### src/rtl/table_state_reporter_if.sv
// Bus bundle for table_state_reporter: request/scan control, RAM port-B read
// path and the outgoing byte stream. The reporter is the master side.
interface table_state_reporter_if;
    logic       req_valid;
    logic [4:0] req_machine;
    logic       req_ready;
    logic       scan_start;
    logic       scan_done;
    logic [6:0] ram_addr;
    logic [8:0] ram_dout;
    logic [7:0] tx_data;
    logic       tx_valid;
    logic       tx_ready;
    logic       busy;

    modport master (
        input  req_valid, req_machine, scan_start, ram_dout, tx_ready,
        output req_ready, scan_done, ram_addr, tx_data, tx_valid, busy
    );

    modport slave (
        output req_valid, req_machine, scan_start, ram_dout, tx_ready,
        input  req_ready, scan_done, ram_addr, tx_data, tx_valid, busy
    );
endinterface

### src/rtl/table_state_reporter.sv
// table_state_reporter: reads per-machine table words from the kitchen-state
// RAM (read-only port B) and serializes them into 5-byte frames, either for a
// single requested machine or for every machine in TABLE_MASK (scan).
// Optional feature macro: REPORT_CHECKSUM_EN appends an XOR checksum byte B5.
module table_state_reporter #(
    parameter logic [31:0] TABLE_MASK     = 32'h000A4A00,
    parameter int          RAM_STORE_SIZE = 4
) (
    input logic                    clk,
    input logic                    rst,
    table_state_reporter_if.master bus
);
`ifdef REPORT_CHECKSUM_EN
    localparam int NBYTES = 6;
`else
    localparam int NBYTES = 5;
`endif
    localparam logic [2:0] LAST_BYTE = 3'(NBYTES - 1);

    typedef enum logic [1:0] {IDLE, READ, SEND, NEXT} state_t;

    state_t                  r_state, w_state_nxt;
    logic                    r_scan;
    logic                    r_scan_done;
    logic [4:0]              r_machine;
    logic [6:0]              r_ram_addr;
    logic [2:0]              r_k;          // READ cycle index 0..4
    logic [2:0]              r_b;          // byte index within frame
    logic [8:0]              r_cnt_word;
    logic [2:0][5:0]         r_slot;

    logic                    w_first_vld, w_nxt_vld;
    logic [4:0]              w_first, w_nxt;
    logic                    w_req_ready, w_fire, w_err;
    logic [1:0]              w_cnt;
    logic [NBYTES-1:0][7:0]  w_frame;

    function automatic logic [6:0] base_addr(input logic [4:0] m);
        return 7'(int'(m) * RAM_STORE_SIZE);
    endfunction

    assign w_req_ready     = (r_state == IDLE) && !r_scan;
    assign w_fire          = (r_state == SEND) && bus.tx_ready;
    assign bus.req_ready   = w_req_ready;
    assign bus.busy        = (r_state != IDLE);
    assign bus.scan_done   = r_scan_done;
    assign bus.ram_addr    = r_ram_addr;
    assign bus.tx_valid    = (r_state == SEND);
    assign bus.tx_data     = (r_state == SEND) ? w_frame[r_b] : 8'h00;

    // Lowest masked machine overall, and lowest masked machine above the current one.
    always_comb begin
        w_first_vld = 1'b0;
        w_first     = 5'd0;
        w_nxt_vld   = 1'b0;
        w_nxt       = 5'd0;
        for (int i = 31; i >= 0; i--) begin
            if (TABLE_MASK[i]) begin
                w_first_vld = 1'b1;
                w_first     = 5'(i);
                if (5'(i) > r_machine) begin
                    w_nxt_vld = 1'b1;
                    w_nxt     = 5'(i);
                end
            end
        end
    end

    // Frame assembly; counts above 3 are clamped and flagged, slots beyond the count read as 0.
    always_comb begin
        w_err      = (r_cnt_word > 9'd3);
        w_cnt      = w_err ? 2'd3 : r_cnt_word[1:0];
        w_frame    = '0;
        w_frame[0] = {3'b101, r_machine};
        w_frame[1] = {w_err, 4'b0000, 1'b0, w_cnt};
        for (int j = 1; j <= 3; j++) begin
            if (j <= int'(w_cnt)) w_frame[j+1] = {2'b00, r_slot[j-1]};
        end
`ifdef REPORT_CHECKSUM_EN
        w_frame[5] = w_frame[0] ^ w_frame[1] ^ w_frame[2] ^ w_frame[3] ^ w_frame[4];
`endif
    end

    // State register.
    always_ff @(posedge clk) begin
        if (rst) r_state <= IDLE;
        else     r_state <= w_state_nxt;
    end

    // Next-state logic; scan_start wins over a simultaneous request.
    always_comb begin
        w_state_nxt = r_state;
        case (r_state)
            IDLE: begin
                if (bus.scan_start) begin
                    if (w_first_vld) w_state_nxt = READ;
                end else if (bus.req_valid && w_req_ready) begin
                    w_state_nxt = READ;
                end
            end
            READ:    if (r_k == 3'd4) w_state_nxt = SEND;
            SEND:    if (w_fire && r_b == LAST_BYTE) w_state_nxt = NEXT;
            NEXT:    w_state_nxt = (r_scan && w_nxt_vld) ? READ : IDLE;
            default: w_state_nxt = IDLE;
        endcase
    end

    // Datapath: machine latch, RAM address walk, word capture (one-cycle RAM latency), byte index.
    always_ff @(posedge clk) begin
        if (rst) begin
            r_scan      <= 1'b0;
            r_scan_done <= 1'b0;
            r_machine   <= 5'd0;
            r_ram_addr  <= 7'd0;
            r_k         <= 3'd0;
            r_b         <= 3'd0;
            r_cnt_word  <= 9'd0;
            r_slot      <= '0;
        end else begin
            r_scan_done <= 1'b0;
            case (r_state)
                IDLE: begin
                    r_k <= 3'd0;
                    r_b <= 3'd0;
                    if (bus.scan_start) begin
                        if (w_first_vld) begin
                            r_scan     <= 1'b1;
                            r_machine  <= w_first;
                            r_ram_addr <= base_addr(w_first);
                        end else begin
                            r_scan_done <= 1'b1;
                        end
                    end else if (bus.req_valid && w_req_ready) begin
                        r_machine  <= bus.req_machine;
                        r_ram_addr <= base_addr(bus.req_machine);
                    end
                end
                READ: begin
                    if (r_k == 3'd1)      r_cnt_word <= bus.ram_dout;
                    else if (r_k >= 3'd2) r_slot[2'(r_k - 3'd2)] <= bus.ram_dout[5:0];
                    if (r_k < 3'd3) r_ram_addr <= r_ram_addr + 7'd1;
                    r_k <= r_k + 3'd1;
                    r_b <= 3'd0;
                end
                SEND: begin
                    if (w_fire) r_b <= r_b + 3'd1;
                end
                NEXT: begin
                    r_k <= 3'd0;
                    r_b <= 3'd0;
                    if (r_scan && w_nxt_vld) begin
                        r_machine  <= w_nxt;
                        r_ram_addr <= base_addr(w_nxt);
                    end else begin
                        r_scan      <= 1'b0;
                        r_scan_done <= r_scan;
                    end
                end
                default: ;
            endcase
        end
    end
endmodule
### src/flat_wrapper.sv
// flat-port wrapper written by rule: the top's interface ports become plain ports
module table_state_reporter_flat 
#(
    parameter logic [31:0] TABLE_MASK     = 32'h000A4A00,
    parameter int          RAM_STORE_SIZE = 4
)
  (clk, rst, bus_req_valid, bus_req_machine, bus_scan_start, bus_ram_dout, bus_tx_ready, bus_req_ready, bus_scan_done, bus_ram_addr, bus_tx_data, bus_tx_valid, bus_busy);
  table_state_reporter_if bus_i ();
  input logic clk;
  input logic rst;
  input wire logic [$bits(bus_i.req_valid)-1:0] bus_req_valid;
  input wire logic [$bits(bus_i.req_machine)-1:0] bus_req_machine;
  input wire logic [$bits(bus_i.scan_start)-1:0] bus_scan_start;
  input wire logic [$bits(bus_i.ram_dout)-1:0] bus_ram_dout;
  input wire logic [$bits(bus_i.tx_ready)-1:0] bus_tx_ready;
  output wire logic [$bits(bus_i.req_ready)-1:0] bus_req_ready;
  output wire logic [$bits(bus_i.scan_done)-1:0] bus_scan_done;
  output wire logic [$bits(bus_i.ram_addr)-1:0] bus_ram_addr;
  output wire logic [$bits(bus_i.tx_data)-1:0] bus_tx_data;
  output wire logic [$bits(bus_i.tx_valid)-1:0] bus_tx_valid;
  output wire logic [$bits(bus_i.busy)-1:0] bus_busy;
  assign bus_i.req_valid = bus_req_valid;
  assign bus_i.req_machine = bus_req_machine;
  assign bus_i.scan_start = bus_scan_start;
  assign bus_i.ram_dout = bus_ram_dout;
  assign bus_i.tx_ready = bus_tx_ready;
  assign bus_req_ready = bus_i.req_ready;
  assign bus_scan_done = bus_i.scan_done;
  assign bus_ram_addr = bus_i.ram_addr;
  assign bus_tx_data = bus_i.tx_data;
  assign bus_tx_valid = bus_i.tx_valid;
  assign bus_busy = bus_i.busy;
  table_state_reporter #(.TABLE_MASK(TABLE_MASK), .RAM_STORE_SIZE(RAM_STORE_SIZE)) u_core (.clk(clk), .rst(rst), .bus(bus_i));
endmodule
### config.mk
export PLATFORM = sky130hd
export DESIGN_NAME = table_state_reporter_flat
export DESIGN_NICKNAME = d
export VERILOG_FILES = /design/src/rtl/table_state_reporter_if.sv /design/src/rtl/table_state_reporter.sv /design/src/flat_wrapper.sv
export SDC_FILE = /design/constraint.sdc
export NUM_CORES = 1
export LEC_CHECK = 0
export ABC_CLOCK_PERIOD_IN_PS = 3400
export BUFFER_PORTS_ARGS = -buffer_cell sky130_fd_sc_hd__buf_2
export CAP_MARGIN = 20
export CORE_MARGIN = 10
export CORE_UTILIZATION = 50
export DETAILED_ROUTE_END_ITERATION = 10
export PLACE_DENSITY = 0.71
export SETUP_SLACK_MARGIN = 0.4
export SLEW_MARGIN = 30
export SYNTH_ARGS = -nofsm -noshare
export SYNTH_HDL_FRONTEND = slang
export SYNTH_SLANG_ARGS = --single-unit
### constraint.sdc
create_clock -name clk -period 3.4 [get_ports clk]
set_clock_uncertainty 0.2 [all_clocks]
set_input_delay 0.51 -clock clk [delete_from_list [all_inputs] [get_ports clk]]
set_output_delay 0.51 -clock clk [all_outputs]
set_load 0.01 [all_outputs]
* Yosys cells after proc, flatten, opt, wreduce, memory -nomap -nowiden
Cells that the tools add are included.
W data, S select, Z words.
** Word-level totals
- Register bits :: 49
- Input bits :: 19
- Logic and storage cells :: 107
** Cells by class
- Add/subtract/negate cells :: 4
- $lt $le $gt $ge :: 14
- Eq/ne operators :: 14
- Multiplexer cells :: 41
- Bitwise logic cells :: 2
- Reduce and logical (&&, ||, !) cells :: 21
** Operators with widths (count)
- $mux W5 :: 8
- $mux W7 :: 4
- $bmux W8 S3 :: 1
- $mux W6 :: 4
- $pmux W7 S3 :: 1
- $bwmux W18 :: 1
- $mux W8 :: 2
- $gt A4 B5 Y1 const A :: 3
- $demux W6 S2 :: 1
- $pmux W3 S2 :: 2
- $reduce_and A3 Y1 :: 4
- $gt A5 B5 Y1 const A :: 2
- $mux W2 :: 5
- $ne A2 B1 Y1 const B :: 5
- $pmux W5 S2 :: 1
- $gt A9 B2 Y1 const B :: 1
- $mux W1 :: 8
- $pmux W2 S4 :: 1
- $add A7 B1 Y7 const B :: 1
- $add A3 B1 Y3 const B :: 2
- $eq A3 B3 Y1 const B :: 2
- $logic_and A1 B1 Y1 :: 6
- $reduce_bool A2 Y1 :: 3
- $reduce_or A3 Y1 :: 2
- 22 further kinds :: 26

* Logic depth before layout (Yosys ltp)
- Depth after elaboration :: 9
- Mapped depth :: 8

* Worst setup path after synthesis
OpenSTA, ideal clock, no wires.
- Path type :: reg-to-output
- From :: register u_core.r_cnt_word[2]
- To :: output port bus_tx_data[2]
- Arrival :: 1.726 ns
- Required time :: 2.690 ns
- Slack :: 0.964 ns
- Stages on the path, launching flop included :: 6
- Cell sequence :: dfxtp_1 nor3_1 and2_1 a211oi_1 nand2_1 a2111oi_0
** On the way
- Longest elaborated chain between the ends :: 7
** RTL lines
- from (decl) :: RTL line table_state_reporter.sv:29 : logic [8:0] r_cnt_word;
- from (signal assigned) :: RTL line table_state_reporter.sv:139 : if (r_k == 3'd1) r_cnt_word <= bus.ram_dout;
- $gt A9 B2 Y1 (*) :: RTL line table_state_reporter.sv:71 : w_err = (r_cnt_word > 9'd3);
- $mux W2 (*) :: RTL line table_state_reporter.sv:72 : w_cnt = w_err ? 2'd3 : r_cnt_word[1:0];
- $le A1 B2 Y1 / $le A2 B2 Y1 (equally long branches) :: RTL line table_state_reporter.sv:77 : if (j <= int'(w_cnt)) w_frame[j+1] = {2'b00, r_slot[j-1]};
- $mux W6 :: RTL line table_state_reporter.sv:77
- $bmux W8 S3 (*) :: RTL line table_state_reporter.sv:49 : assign bus.tx_data = (r_state == SEND) ? w_frame[r_b] : 8'h00;
- $mux W8 (implied by the code) (*) :: RTL line table_state_reporter.sv:49
- $mux W8 (*) :: RTL line table_state_reporter.sv:49
- to (decl) :: RTL line flat_wrapper.sv:19 : output wire logic [$bits(bus_i.tx_data)-1:0] bus_tx_data;
Mark *: on every way between the ends. The rest lies on a longest branch, timed or not. The select of a mux whose other input is x is not followed.

* Final worst setup path
- From :: register u_core.r_cnt_word[5]
- To :: output port bus_tx_data[2]
The elaborated chain is that of the path after synthesis.

==> results.ini <==
[worst_setup_path]
rrSetupSlack_ns = 0.96
worstPathArrival_ns = 2.13
critPathKind = register to primary output
crit_required_ns = 2.69
startpoint_type = register
reg2reg_to = u_core.r_state[0]$_SDFFE_PP0P_
critical_path.max_fanout = 5
timing.rr.start = u_core.r_b[1]$_SDFFE_PP0P_
end_kind = primary output
reg2reg_depth = 7

[cts]
cts_root_buf = clkbuf_8
cts_setup_buffers = 0
cts_tree = built
cts-buffers-inserted = 5
cts.sinks = 49
insertion_delay_ns = 0.30
htreeDepth = 2
clk_pin_slew_worst_paths_ns = 0.08
clockBufferDepth = 2

[final_layout]
regArea_um2 = 981
layout_common_cells = dfxtp_1 (49), nand2_1 (40), nor2_1 (39)
layout_commonest_cell = dfxtp_1
drive_above_1_share_pct = 14.9
syn_to_final_growth_pct = 10.1
design_area_um2 = 2990
nNetsFinal = 388
nFillCells = 484
multiInputGateArea_um2 = 1600
diodes = 0

[yosys]
mappedNetlistArea_um2 = 2710
avgSynthCellArea_um2 = 8.20
synth.area.top_cells = dfxtp_1 (36%), ha_1 (6.0%), nand2_1 (5.5%), nor2_1 (5.4%), nand3_1 (5.4%)
yosysWarnings = 0
synth_top_area_share_pct = 36.2
ys_types = 49
yosys.area.top_type = dfxtp_1
yosysSeqAreaShare_pct = 36.2
async_flop_share_pct = 0
synthFlopType = dfxtp_1
synth_edf_count = 0
synth_fp_nets = 363
ys_seq_elements = 49
synthCells = 331

[sta]
hold_viol = 0
drv_slew = 0
finalCriticalPeriod_ns = 2.84
worstMarginPinSlew_ns = 0.894
period_share_pct = 83.7
rsz0062_at_grt = no
finalSetupViolations = 0
slew_headroom_pct = 40.4
finalSetupTns_ns = 0
fmax_mhz = 352

[status]
outcome = finished clean

[route]
wl_per_cell_um = 15.8
drt-initial-drc-count = 171
drt_pre_antenna_iters = 4
vias = 2424
wl_um = 6740
via_per_inst = 5.69
drcViolationCount = 0
drtAntennaViolNets = 0

[power_and_ir_drop]
p_total_mw = 2.09
vdd_drop_max_v = 0.000582
p_per_area_nw_per_um2 = 699
p_leak_nw = 1.21

[placed_design]
dp_hpwl_um = 5050
gp_congestion = 0.870
numPortBuffers = 36
placed_area_um2 = 2900

[die]
die_y_um = 93.7
core_um2 = 5170
initial_core_util_pct = 52.4
die_area_um2 = 8770
num_rows = 26
io_pins = 38
fp.dieW_um = 93.7

[worst_hold_path]
hold_depth = 3
hold_path_class = input pin to register
hold_start = bus_ram_dout[8]
hold_end = u_core.r_cnt_word[8]$_SDFFE_PP0P_

[job]
cap_viol_max_count = 0

[global_route]
grt-ovfl-total = 0
grt_max_degree = 48
grt_usage_pct = 15.6
grt_pass1_wl_um = 11400
grt_pass1_vias = 2413
antenna_found_initial = 0

-- what timing repair did --
item / in CTS / in global routing
hold buffers: 0 / 0
setup endpoints to repair: 0 / 2
resized for setup: 0 / 1
-- sequential cells by signal (all words and copies together) (netlist names) --
signal                count
u_core.r_slot            18
u_core.r_b                3
u_core.r_cnt_word         9
u_core.r_k                3
u_core.r_state            2
u_core.r_machine          5
u_core.bus.ram_addr       7
u_core.bus.scan_done      1
u_core.r_scan             1
-- cells in the mapped netlist, drive strengths merged, types with 3 or more instances --
cell type and count:
a2111oi 3, a211oi 5, a21oi 27, a221oi 7, a311oi 8, and2 3, buf 5, clkbuf 15
dfxtp 49, ha 13, inv 10, mux2i 13, nand2 40, nand2b 6, nand3 29, nand3b 3
nor2 39, nor2b 6, nor3 9, o21ai 7, o31ai 3, xnor2 5
-- worst max path at each step --
stage | cells past startpoint | endpoint | startpoint
after floorplan | 5 | bus_tx_data[2] | u_core.r_cnt_word[2]$_SDFFE_PP0P_
after global placement | 6 | bus_tx_data[3] | u_core.r_cnt_word[5]$_SDFFE_PP0P_
after detailed placement | 6 | bus_tx_data[2] | u_core.r_cnt_word[5]$_SDFFE_PP0P_
after CTS | 6 | bus_tx_data[2] | u_core.r_cnt_word[5]$_SDFFE_PP0P_
after global routing | 6 | bus_tx_data[3] | u_core.r_cnt_word[6]$_SDFFE_PP0P_
final | 6 | bus_tx_data[2] | u_core.r_cnt_word[5]$_SDFFE_PP0P_
-- kinds of logic (layout without fill, tap and decap cells) --
logic type / after synthesis / count (layout) / synth area share (%)
AOI/OAI and AO/OA: 79 / 79 / 22.5
other: 1 / 1 / 0.138
and+or+nand+nor: 139 / 139 / 23.2
xor gates and xnor gates: 7 / 7 / 2.26
muxes: 13 / 13 / 4.80
adders and majority gates: 13 / 13 / 6.00
DFF: 49 / 49 / 36.2
buffers and inverters: 30 / 55 / 5.03
-- report_power, final --
part | switching, mW | internal [mW]
Clock | 0.188 | 0.162
Combinational | 0.563 | 0.378
Sequential | 0.136 | 0.661
Total | 0.887 | 1.20
-- per-stage QoR --
stage	hold slack (ns)	utilization, %	cells	setup WS, ns
final	0.243	57.8	426	0.555
after global routing	0.263	57.8	426	0.499
after CTS	0.239	57.7	426	0.572
after detailed placement	0.253	56.0	419	0.912
after global placement	0.243	56.0	419	0.912
after floorplan	0.231	-	331	0.964
-- area by class of cell --
type,count,share of cell area (%)
multi-input combinational,252,53.6
sequential,49,32.8
inverter,10,1.26
clock buffer,7,2.89
timing repair buffer,38,6.53
tap,70,2.93
-- layer usage --
metal / global-route usage, % / routed length [um] / vias up
met1: 20.8 / 3100 / 1110
li1: - / - / 1224
met4: 4.68 / 115 / 0
met5: 0 / 0 / -
met3: 2.80 / 412 / 12
met2: 25.1 / 3110 / 78
-- worst max-delay path, cell delays in order (launching register included) --
cell	delay [ns]
dfxtp_1	0.32
nor4_1	0.41
nand3b_1	0.25
o21a_1	0.29
a221oi_1	0.30
a2111oi_0	0.10
buf_2	0.18
Power figures use the tool's default switching activity.
